`config.mk`:
```
export PLATFORM = sky130hd
export DESIGN_NAME = lsu_ctrl
export DESIGN_NICKNAME = d
export VERILOG_FILES = /design/src/rtl/lsu_pkg.sv /design/src/rtl/lsu_lane_align.sv /design/src/rtl/lsu_ctrl.sv
export SDC_FILE = /design/constraint.sdc
export NUM_CORES = 1
export LEC_CHECK = 0
export BUFFER_PORTS_ARGS = -buffer_cell sky130_fd_sc_hd__buf_2
export CAP_MARGIN = 10
export CORE_AREA = 2 2 127 129
export CTS_CLUSTER_DIAMETER = 150
export DETAILED_ROUTE_END_ITERATION = 8
export DIE_AREA = 0 0 129 131
export PLACE_DENSITY = 0.76
export REMOVE_ABC_BUFFERS = 1
export SLEW_MARGIN = 40
export SYNTH_ARGS = -nofsm -noshare
export SYNTH_HDL_FRONTEND = slang
export SYNTH_SLANG_ARGS = --single-unit
```
`constraint.sdc`:
```
create_clock -name clk -period 2.9 [get_ports clk]
set_input_delay 0.145 -clock clk [delete_from_list [all_inputs] [get_ports clk]]
set_output_delay 0.145 -clock clk [all_outputs]
set_load 0.03 [all_outputs]
```
`src/rtl/lsu_pkg.sv`:
```
// Load/store unit shared definitions.
// RV32 funct3 codes, FSM states and the latched request bundle.
package lsu_pkg;

  localparam logic [2:0] LB  = 3'd0;
  localparam logic [2:0] LH  = 3'd1;
  localparam logic [2:0] LW  = 3'd2;
  localparam logic [2:0] LBU = 3'd4;
  localparam logic [2:0] LHU = 3'd5;
  localparam logic [2:0] SB  = 3'd0;
  localparam logic [2:0] SH  = 3'd1;
  localparam logic [2:0] SW  = 3'd2;

  typedef enum logic [2:0] {
    IDLE,
    ACC1,
    WAIT1,
    ACC2,
    WAIT2,
    DONE
  } state_t;

  typedef struct packed {
    logic        wr;
    logic [2:0]  f3;
    logic [31:0] wdata;
  } req_t;

  function automatic logic f3_legal(
    input logic       wr,
    input logic [2:0] f3
  );
    logic ok;
    case (f3)
      LB, LH, LW: ok = 1'b1;
      LBU, LHU:   ok = !wr;
      default:    ok = 1'b0;
    endcase
    return ok;
  endfunction

endpackage

```
`src/rtl/lsu_lane_align.sv`:
```
// Byte-lane steering for the load/store unit.
// Rotates store data into lanes and gathers/extends load bytes.
module lsu_lane_align
  import lsu_pkg::*;
(
  input  logic [2:0]  funct3,
  input  logic [1:0]  offset,
  input  logic        phase,
  input  logic [31:0] wdata,
  input  logic [31:0] rdata_lo,
  input  logic [31:0] rdata_hi,
  output logic        split,
  output logic [3:0]  be,
  output logic [31:0] wdata_al,
  output logic [31:0] ldata
);

  logic [3:0]  mask;
  logic [7:0]  be_wide;
  logic [5:0]  sh;
  logic [5:0]  sh_inv;
  logic [31:0] gath;

  always_comb begin
    mask = 4'b0001;
    case (funct3[1:0])
      2'd1:    mask = 4'b0011;
      2'd2:    mask = 4'b1111;
      default: mask = 4'b0001;
    endcase
  end

  assign be_wide = {4'b0000, mask} << offset;
  assign split   = |be_wide[7:4];
  assign be      = phase ? be_wide[7:4]
                         : be_wide[3:0];

  assign sh     = {1'b0, offset, 3'b000};
  assign sh_inv = 6'd32 - sh;

  // Shifts of 32 yield zero, so offset 0 needs no special case.
  assign wdata_al = (wdata << sh)
                  | (wdata >> sh_inv);
  assign gath     = (rdata_lo >> sh)
                  | (rdata_hi << sh_inv);

  always_comb begin
    ldata = gath;
    unique case (1'b1)
      funct3 == LB:
        ldata = {{24{gath[7]}}, gath[7:0]};
      funct3 == LH:
        ldata = {{16{gath[15]}}, gath[15:0]};
      funct3 == LBU:
        ldata = {24'h0, gath[7:0]};
      funct3 == LHU:
        ldata = {16'h0, gath[15:0]};
      default:
        ldata = gath;
    endcase
  end

endmodule

```
`src/rtl/lsu_ctrl.sv`:
```
// Load/store unit controller: one request at a time,
// misaligned accesses split over two consecutive words.
module lsu_ctrl
  import lsu_pkg::*;
#(
  parameter int ADDR_W = 14
) (
  input  logic              clk,
  input  logic              rst_n,
  input  logic              req_valid,
  output logic              req_ready,
  input  logic              req_write,
  input  logic [2:0]        req_funct3,
  input  logic [ADDR_W-1:0] req_addr,
  input  logic [31:0]       req_wdata,
  output logic              rsp_valid,
  output logic [31:0]       rsp_rdata,
  output logic              rsp_err,
  output logic              mem_en,
  output logic              mem_we,
  output logic [3:0]        mem_be,
  output logic [ADDR_W-3:0] mem_addr,
  output logic [31:0]       mem_wdata,
  input  logic [31:0]       mem_rdata
);

  localparam int WA = ADDR_W - 2;

  state_t            state;
  state_t            state_nx;
  req_t              req_q;
  logic [ADDR_W-1:0] addr_q;
  logic [31:0]       rd0_q;
  logic [31:0]       rd1_q;

  logic              split;
  logic              phase;
  logic              acc;
  logic              legal;
  logic [3:0]        be;
  logic [31:0]       wal;
  logic [31:0]       ldata;
  logic [WA-1:0]     waddr;

  assign waddr = addr_q[ADDR_W-1:2];
  assign phase = (state == ACC2);
  assign acc   = (state == ACC1) || (state == ACC2);
  assign legal = f3_legal(req_q.wr, req_q.f3);

  lsu_lane_align u_align (
    .funct3   (req_q.f3),
    .offset   (addr_q[1:0]),
    .phase    (phase),
    .wdata    (req_q.wdata),
    .rdata_lo (rd0_q),
    .rdata_hi (rd1_q),
    .split    (split),
    .be       (be),
    .wdata_al (wal),
    .ldata    (ldata)
  );

  always_ff @(posedge clk or negedge rst_n) begin
    if (!rst_n) begin
      state  <= IDLE;
      req_q  <= '0;
      addr_q <= '0;
      rd0_q  <= '0;
      rd1_q  <= '0;
    end else begin
      state <= state_nx;
      if (state == IDLE && req_valid) begin
        req_q.wr    <= req_write;
        req_q.f3    <= req_funct3;
        req_q.wdata <= req_wdata;
        addr_q      <= req_addr;
      end
      if (state == WAIT1) rd0_q <= mem_rdata;
      if (state == WAIT2) rd1_q <= mem_rdata;
    end
  end

  always_comb begin
    state_nx = state;
    unique case (state)
      IDLE:
        if (req_valid)
          state_nx = f3_legal(req_write, req_funct3)
                   ? ACC1 : DONE;
      ACC1:
        if (!req_q.wr) state_nx = WAIT1;
        else           state_nx = split ? ACC2 : DONE;
      WAIT1:
        state_nx = split ? ACC2 : DONE;
      ACC2:
        state_nx = req_q.wr ? DONE : WAIT2;
      WAIT2:
        state_nx = DONE;
      DONE:
        state_nx = IDLE;
      default:
        state_nx = IDLE;
    endcase
  end

  always_comb begin
    req_ready = (state == IDLE);
    mem_en    = acc;
    mem_we    = acc && req_q.wr;
    mem_be    = acc ? be : 4'b0000;
    mem_wdata = acc ? wal : 32'h0;
    mem_addr  = '0;
    if (state == ACC1) mem_addr = waddr;
    if (state == ACC2) mem_addr = waddr + 1'b1;
    rsp_valid = (state == DONE);
    rsp_err   = (state == DONE) && !legal;
    rsp_rdata = 32'h0;
    if (state == DONE && legal && !req_q.wr)
      rsp_rdata = ldata;
  end

endmodule

```
Yosys cells after proc, flatten, opt, wreduce, memory -nomap -nowiden
Index checks and enable logic that the tools add are counted.
{"block": "totals", "output_inout_bits": 85, "ff_bits": 117}
{"block": "op_classes", "n_addsub": 2, "n_eq_ne": 16, "shift": 5, "n_reduce_logical": 17, "n_mux": 18, "bitwise_logic": 2}
{"cell": "one-hot mux 32 bit (4 select lines)", "count": 1}
{"cell": "2-to-1 mux 32 bit", "count": 2}
{"cell": "bitwise OR 32 bit", "count": 2}
{"cell": "left shift 32 x 5 -> 32 bit", "count": 1}
{"cell": "left shift 32 x 6 -> 32 bit", "count": 1}
{"cell": ">> shifter 32 x 5 -> 32 bit", "count": 1}
{"cell": ">> shifter 32 x 6 -> 32 bit", "count": 1}
{"cell": "2-to-1 mux 12 bit", "count": 2}
{"cell": "== test 3 bit (second input constant)", "count": 6}
{"cell": "one-hot mux 3 bit (5 select lines)", "count": 1}
{"cell": "adder 12 x 1 -> 12 bit (second input constant)", "count": 1}
{"cell": "== test 3 x 2 -> 1 bit (second input constant)", "count": 4}
{"cell": "2-to-1 mux 3 bit", "count": 4}
{"cell": "== test 3 x 1 -> 1 bit (second input constant)", "count": 3}
{"cell": "zero test 3 bit", "count": 3}
{"cell": "2-to-1 mux 4 bit", "count": 2}
{"cell": "one-hot mux 4 bit (2 select lines)", "count": 1}
{"cell": "left shift 4 x 2 -> 8 bit", "count": 1}
{"cell": "OR reduction 3 bit", "count": 2}
{"cell": "subtractor 6 x 5 -> 6 bit (first input constant)", "count": 1}
{"cell": "logical AND 1 bit", "count": 5}
{"cell": "one-hot mux 1 bit (2 select lines)", "count": 2}
{"cell": "OR reduction 2 bit", "count": 2}
{"cell": "OR reduction 4 bit", "count": 1}
{"cell": "6 further kinds", "count": 10}

Depth between registers and ports, before layout
{"block": "depth", "word_depth": 8, "depth_mapped": 12, "depth_no_buf": 6}

Cells and area by module
Synthesis repeated with hierarchy kept, for this count alone.
{"block": "hier_totals", "cells_unflattened": 756, "area_unflattened_um2": 8001.4}
{"module": "lsu_ctrl", "cells_each": 400, "n_inst": 1, "seq_area_each_um2": 2927.8, "area_per_inst_um2": 5534.1}
{"module": "lsu_lane_align", "cells_each": 356, "n_inst": 1, "seq_area_each_um2": 0.0, "area_per_inst_um2": 2467.4}

Worst setup path before layout
OpenSTA, ideal clock, no wires.
{"block": "synth_timing", "kind": "flip-flop to output port", "from": "register addr_q[1]", "to": "output port rsp_rdata[21]", "path_slack_ns": -0.494, "arrival_ns": 3.249, "stages_incl_launch_ff": 13, "cell_sequence": "dfrtp_1 -> buf_6 -> inv_1 -> clkbuf_1 -> clkbuf_1 -> ha_1 -> buf_2 -> nor4b_4 -> o21ai_4 -> and2_1 -> buf_6 -> buf_8 -> a211oi_1"}
{"block": "synth_via", "elab_chain_len": 5, "elab_cells_between_ends": 6}
{"element": "from (decl)", "line_no": "lsu_ctrl.sv:32", "rtl": "logic [ADDR_W-1:0] addr_q;"}
{"element": "from (signal assigned)", "line_no": "lsu_ctrl.sv:76", "rtl": "addr_q <= req_addr;"}
{"element": "subtractor 6 x 5 -> 6 bit", "line_no": "lsu_lane_align.sv:39", "rtl": "assign sh_inv = 6'd32 - sh;"}
{"element": "left shift 32 x 6 -> 32 bit", "line_no": "lsu_lane_align.sv:45", "rtl": "| (rdata_hi << sh_inv);"}
{"element": "bitwise OR 32 bit (*)", "line_no": "lsu_lane_align.sv:45"}
{"element": "one-hot mux 32 bit (4 select lines) (*)", "line_no": "lsu_lane_align.sv:49", "rtl": "unique case (1'b1)"}
{"element": "2-to-1 mux 32 bit (*)", "line_no": "lsu_ctrl.sv:118", "rtl": "if (state == DONE && legal && !req_q.wr)"}
{"element": "to (decl)", "line_no": "lsu_ctrl.sv:17", "rtl": "output logic [31:0] rsp_rdata,"}
Mark *: on every way between the ends. The rest lies on a longest branch, timed or not.

Worst setup path in the final report
{"block": "layout_timing", "from": "register addr_q[0]", "to": "output port rsp_rdata[9]"}
Same word-level chain as after synthesis.

==> impl_metrics.xml <==
<?xml version="1.0" encoding="UTF-8"?>
<metrics>
  <group name="outcome">
    <metric name="run_status" unit="">completed</metric>
  </group>
  <group name="global_route">
    <metric name="grt_max_degree" unit="">102</metric>
    <metric name="wire_length_of_the_first_global_routing_pass" unit="um">34330</metric>
    <metric name="grt_usage" unit="%">26.01</metric>
    <metric name="via_count_of_the_first_global_routing_pass" unit="">6637</metric>
    <metric name="grt_antenna_before_repair" unit="">0</metric>
    <metric name="overflow_after_grt" unit="">0</metric>
  </group>
  <group name="die">
    <metric name="core_area" unit="um2">15600</metric>
    <metric name="std_cell_rows" unit="">46</metric>
    <metric name="die_height" unit="um">131</metric>
    <metric name="floorplan.io_pins" unit="">170</metric>
    <metric name="fp.dieArea" unit="um2">16900</metric>
    <metric name="initial_utilization" unit="%">48.70</metric>
    <metric name="die_w" unit="um">129</metric>
  </group>
  <group name="yosys">
    <metric name="netlist_area_before_placement" unit="um2">7596</metric>
    <metric name="postSynthCellCount" unit="">733</metric>
    <metric name="yosys_most_used_dff" unit="">sky130_fd_sc_hd__dfrtp_1</metric>
    <metric name="synth-seq-area-share" unit="%">38.54</metric>
    <metric name="ys_ff_latch" unit="">117</metric>
    <metric name="synth_enable_flop_cells" unit="">0</metric>
    <metric name="synth_area_leader_cell" unit="">sky130_fd_sc_hd__dfrtp_1</metric>
    <metric name="synth_cell_types" unit="">53</metric>
    <metric name="yosys_warnings" unit="">0</metric>
    <metric name="yosys-top-cells-area" unit="">sky130_fd_sc_hd__dfrtp_1 39%, sky130_fd_sc_hd__mux2_2 21%, sky130_fd_sc_hd__mux2i_1 5.0%</metric>
    <metric name="postSynth.asyncResetShare" unit="%">100.0</metric>
    <metric name="syn-mean-instance-area" unit="um2">10.36</metric>
    <metric name="yosysTopAreaCellShare" unit="%">38.54</metric>
  </group>
  <group name="worst_hold_path">
    <metric name="timing.hold.worst.class" unit="">primary input to flop</metric>
    <metric name="holdCritStartpoint" unit="">mem_rdata[29]</metric>
  </group>
  <group name="critical_path">
    <metric name="r2r_end" unit="">req_q[2]</metric>
    <metric name="reg2regPathDepth" unit="">4</metric>
    <metric name="crit-reg2reg-launch" unit="">state[0]</metric>
    <metric name="worst_ep_required_time" unit="ns">2.76</metric>
    <metric name="cp_max_fo" unit="">9</metric>
    <metric name="crit_start" unit="">addr_q[0]</metric>
    <metric name="crit_end" unit="">rsp_rdata[9]</metric>
    <metric name="r2r_slack" unit="ns">0.87</metric>
    <metric name="timing.critical_path.from_type" unit="">flop</metric>
    <metric name="crit_type" unit="">flop to primary output</metric>
    <metric name="endpoint_kind" unit="">primary output</metric>
    <metric name="cp.arrival" unit="ns">2.69</metric>
  </group>
  <group name="power_and_ir_drop">
    <metric name="internal-power" unit="mW">7.564</metric>
    <metric name="netSwitchingFraction" unit="%">46.09</metric>
    <metric name="p_comb_share" unit="%">61.2</metric>
    <metric name="seq_power_share" unit="%">24.1</metric>
    <metric name="netSwitchingPower" unit="mW">6.466</metric>
    <metric name="vdd_ir_drop_max" unit="uV">794.6</metric>
    <metric name="p_clk_share" unit="%">14.8</metric>
    <metric name="cellLeakagePower" unit="nW">4.432</metric>
    <metric name="power-per-cell-area" unit="nW/um2">1395</metric>
  </group>
  <group name="detailed_routing">
    <metric name="num_vias" unit="">6991</metric>
    <metric name="drt-vias-per-instance" unit="">5.905</metric>
    <metric name="final_antenna_net_count" unit="">0</metric>
    <metric name="drt_iter0_markers" unit="">447</metric>
    <metric name="routed_wl" unit="um">22310</metric>
    <metric name="dr.pass1.iters" unit="">5</metric>
    <metric name="wl_per_instance" unit="um">18.84</metric>
    <metric name="drc" unit="">0</metric>
  </group>
  <group name="sta">
    <metric name="final.period_utilization" unit="%">97.76</metric>
    <metric name="worst_max_slew_pin_slew" unit="ns">0.6852</metric>
    <metric name="final_max_slew_viol_count" unit="">0</metric>
    <metric name="finalHoldViolations" unit="">0</metric>
    <metric name="max_freq" unit="MHz">352.7</metric>
    <metric name="fin_crit" unit="ns">2.835</metric>
    <metric name="max_slew_margin" unit="%">54.32</metric>
    <metric name="setup_viol" unit="">0</metric>
    <metric name="hold_ws" unit="ns">0.01404</metric>
    <metric name="grt_setup_unrepaired" unit="">no</metric>
    <metric name="finClkSkew" unit="ns">0.009351</metric>
  </group>
  <group name="placed_design">
    <metric name="io_buffer_count" unit="">169</metric>
    <metric name="detailed_place_hpwl" unit="um">14360</metric>
    <metric name="dpl-instance-area" unit="um2">8631</metric>
    <metric name="place.gp.congestion" unit="">0.9002</metric>
  </group>
  <group name="clock_network">
    <metric name="clock_path_buffers" unit="">2</metric>
    <metric name="tritoncts" unit="">done</metric>
    <metric name="clock_tree.root_cell" unit="">sky130_fd_sc_hd__clkbuf_16</metric>
    <metric name="clkSinkCount" unit="">117</metric>
    <metric name="clk_lat_worst_skew" unit="ns">0.42</metric>
    <metric name="clk_pin_slew" unit="ns">0.05</metric>
    <metric name="cts.repair_timing.setup_buffer_count" unit="">0</metric>
    <metric name="tritoncts.num_buffers" unit="">17</metric>
    <metric name="htree_levels" unit="">4</metric>
  </group>
  <group name="layout">
    <metric name="multi_input_area" unit="um2">4320</metric>
    <metric name="area_delta_synth_final" unit="%">32.45</metric>
    <metric name="postLayoutCellArea" unit="um2">10060</metric>
    <metric name="drive_above_1_share" unit="%">40.70</metric>
    <metric name="fin_nets" unit="">1047</metric>
    <metric name="antenna-diode-count" unit="">0</metric>
    <metric name="register_area" unit="um2">2933</metric>
    <metric name="filler_cell_count" unit="">1249</metric>
  </group>
  <group name="run">
    <metric name="cap_viol_max_count" unit="">0</metric>
  </group>
</metrics>
placed cells by master (no fill, tap or decap), types with 9 or more instances in the layout:
master / synthesis / routed
sky130_fd_sc_hd__buf_2: 25 / 166
sky130_fd_sc_hd__mux2_2: 139 / 139
sky130_fd_sc_hd__dfrtp_1: 117 / 115
sky130_fd_sc_hd__dlygate4sd3_1: 0 / 77
sky130_fd_sc_hd__nor2_1: 64 / 62
sky130_fd_sc_hd__a21oi_1: 44 / 44
sky130_fd_sc_hd__mux2i_1: 38 / 38
sky130_fd_sc_hd__a211oi_1: 32 / 31
sky130_fd_sc_hd__buf_4: 7 / 25
sky130_fd_sc_hd__nand2_1: 23 / 23
sky130_fd_sc_hd__o21ai_0: 23 / 23
sky130_fd_sc_hd__clkbuf_16: 0 / 18
sky130_fd_sc_hd__and2_1: 19 / 17
sky130_fd_sc_hd__a22oi_1: 15 / 15
sky130_fd_sc_hd__inv_1: 10 / 10
sky130_fd_sc_hd__a2bb2oi_1: 9 / 9
worst min path at each step:
| stage | end | slack, ns | cells past startpoint |
|---|---|---|---|
| 2_1_floorplan | addr_q[0] | -0.15 | 0 |
| 3_3_place_gp | rd1_q[6] | 0.35 | 1 |
| 3_5_place_dp | rd0_q[6] | 0.21 | 1 |
| 4_1_cts | rd1_q[29] | 0.008 | 2 |
| 5_1_grt | rd0_q[29] | 0.01 | 2 |
| 6_report | rd1_q[29] | 0.01 | 2 |
cells in the mapped netlist, types with 6 or more instances:
library cell and number:
sky130_fd_sc_hd__a211oi_1 32, sky130_fd_sc_hd__dfrtp_1 117, sky130_fd_sc_hd__a221o_1 7, sky130_fd_sc_hd__a2bb2oi_1 9
sky130_fd_sc_hd__nor2_1 64, sky130_fd_sc_hd__xnor2_1 6, sky130_fd_sc_hd__buf_2 25, sky130_fd_sc_hd__a21oi_1 44
sky130_fd_sc_hd__inv_1 10, sky130_fd_sc_hd__a222oi_1 7, sky130_fd_sc_hd__a32oi_1 6, sky130_fd_sc_hd__nand2_1 23
sky130_fd_sc_hd__a211o_1 8, sky130_fd_sc_hd__nor2b_1 6, sky130_fd_sc_hd__a22oi_1 15, sky130_fd_sc_hd__and2_1 19
sky130_fd_sc_hd__clkbuf_1 30, sky130_fd_sc_hd__mux2i_1 38, sky130_fd_sc_hd__o21ai_0 23, sky130_fd_sc_hd__o32a_1 7
sky130_fd_sc_hd__a21boi_0 7, sky130_fd_sc_hd__mux2_2 139, sky130_fd_sc_hd__a221oi_1 8, sky130_fd_sc_hd__buf_4 7
sky130_fd_sc_hd__a21o_1 7, sky130_fd_sc_hd__o221a_2 8
cells by family (layout without fill, tap and decap cells):
kind of cell	Yosys count	in the layout	synth area share (%)
AOI/OAI and AO/OA	198	198	19.12
xor gates and xnor gates	9	9	1.038
adders and majority gates	5	5	0.8236
buffers and inverters	81	316	5.205
DFF	117	117	38.54
muxes	180	180	26.21
and+or+nand+nor	143	143	9.059
state kept, by name, summed over array words and instances, names as in the netlist:
signal  count
addr_q     14
rd1_q      32
rd0_q      32
state       3
req_q      36
worst max-delay path: stages, from the launching register on:
cell,delay [ns]
sky130_fd_sc_hd__dfrtp_4,0.47
sky130_fd_sc_hd__inv_1,0.09
sky130_fd_sc_hd__ha_2,0.34
sky130_fd_sc_hd__buf_4,0.20
sky130_fd_sc_hd__nor2_4,0.20
sky130_fd_sc_hd__buf_4,0.21
sky130_fd_sc_hd__a222oi_1,0.12
sky130_fd_sc_hd__a21o_1,0.18
sky130_fd_sc_hd__a21oi_1,0.23
sky130_fd_sc_hd__buf_2,0.25
cell type report:
type,count,area share (%)
Timing Repair Buffer,275,19.00
Multi-Input combinational cell,535,42.94
Clock buffer,22,4.813
Tap cell,216,2.686
Sequential cell,117,29.15
Inverter,11,0.4104
Clock inverter,8,0.9949
routing by layer:
metal  share of wire (%)  global-route usage, %  vias to the layer above
li1                    -                      -                     3210
met5                   0                      0                        -
met1                  43                  35.07                     3435
met2                  48                  41.46                      289
met4                 3.1                  11.57                        0
met3                 5.7                  4.397                       57
what timing repair did:
action / CTS / global route
endpoints found under the hold margin: 169 / 0
pin swaps: 0 / 1
resized for setup: 6 / 7
hold buffers: 77 / 0
endpoints found under the setup margin: 19 / 27
cloned: 0 / 1
stage by stage:
stage	TNS [ns]	cells	total power, mW	util [%]	worst slack, ns
2_1_floorplan	-268.51	663	9.226	-	-3.787
3_3_place_gp	0	1076	11.42	55.31	0.3747
3_5_place_dp	0	1076	11.56	55.33	0.2761
4_1_cts	0	1183	13.83	64.17	0.01452
5_1_grt	0	1184	14.90	64.50	0.001941
6_report	0	1184	14.03	64.50	0.06502
power groups by stage:
stage,sequential (mW),combinational (mW),clock (mW)
2_1_floorplan,3.33,5.90,0
3_3_place_gp,3.32,8.10,0
3_5_place_dp,3.35,8.21,0
4_1_cts,3.34,8.39,2.10
5_1_grt,3.49,9.22,2.19
6_report,3.38,8.58,2.07
Note: power is estimated with default switching activity, not from simulation.
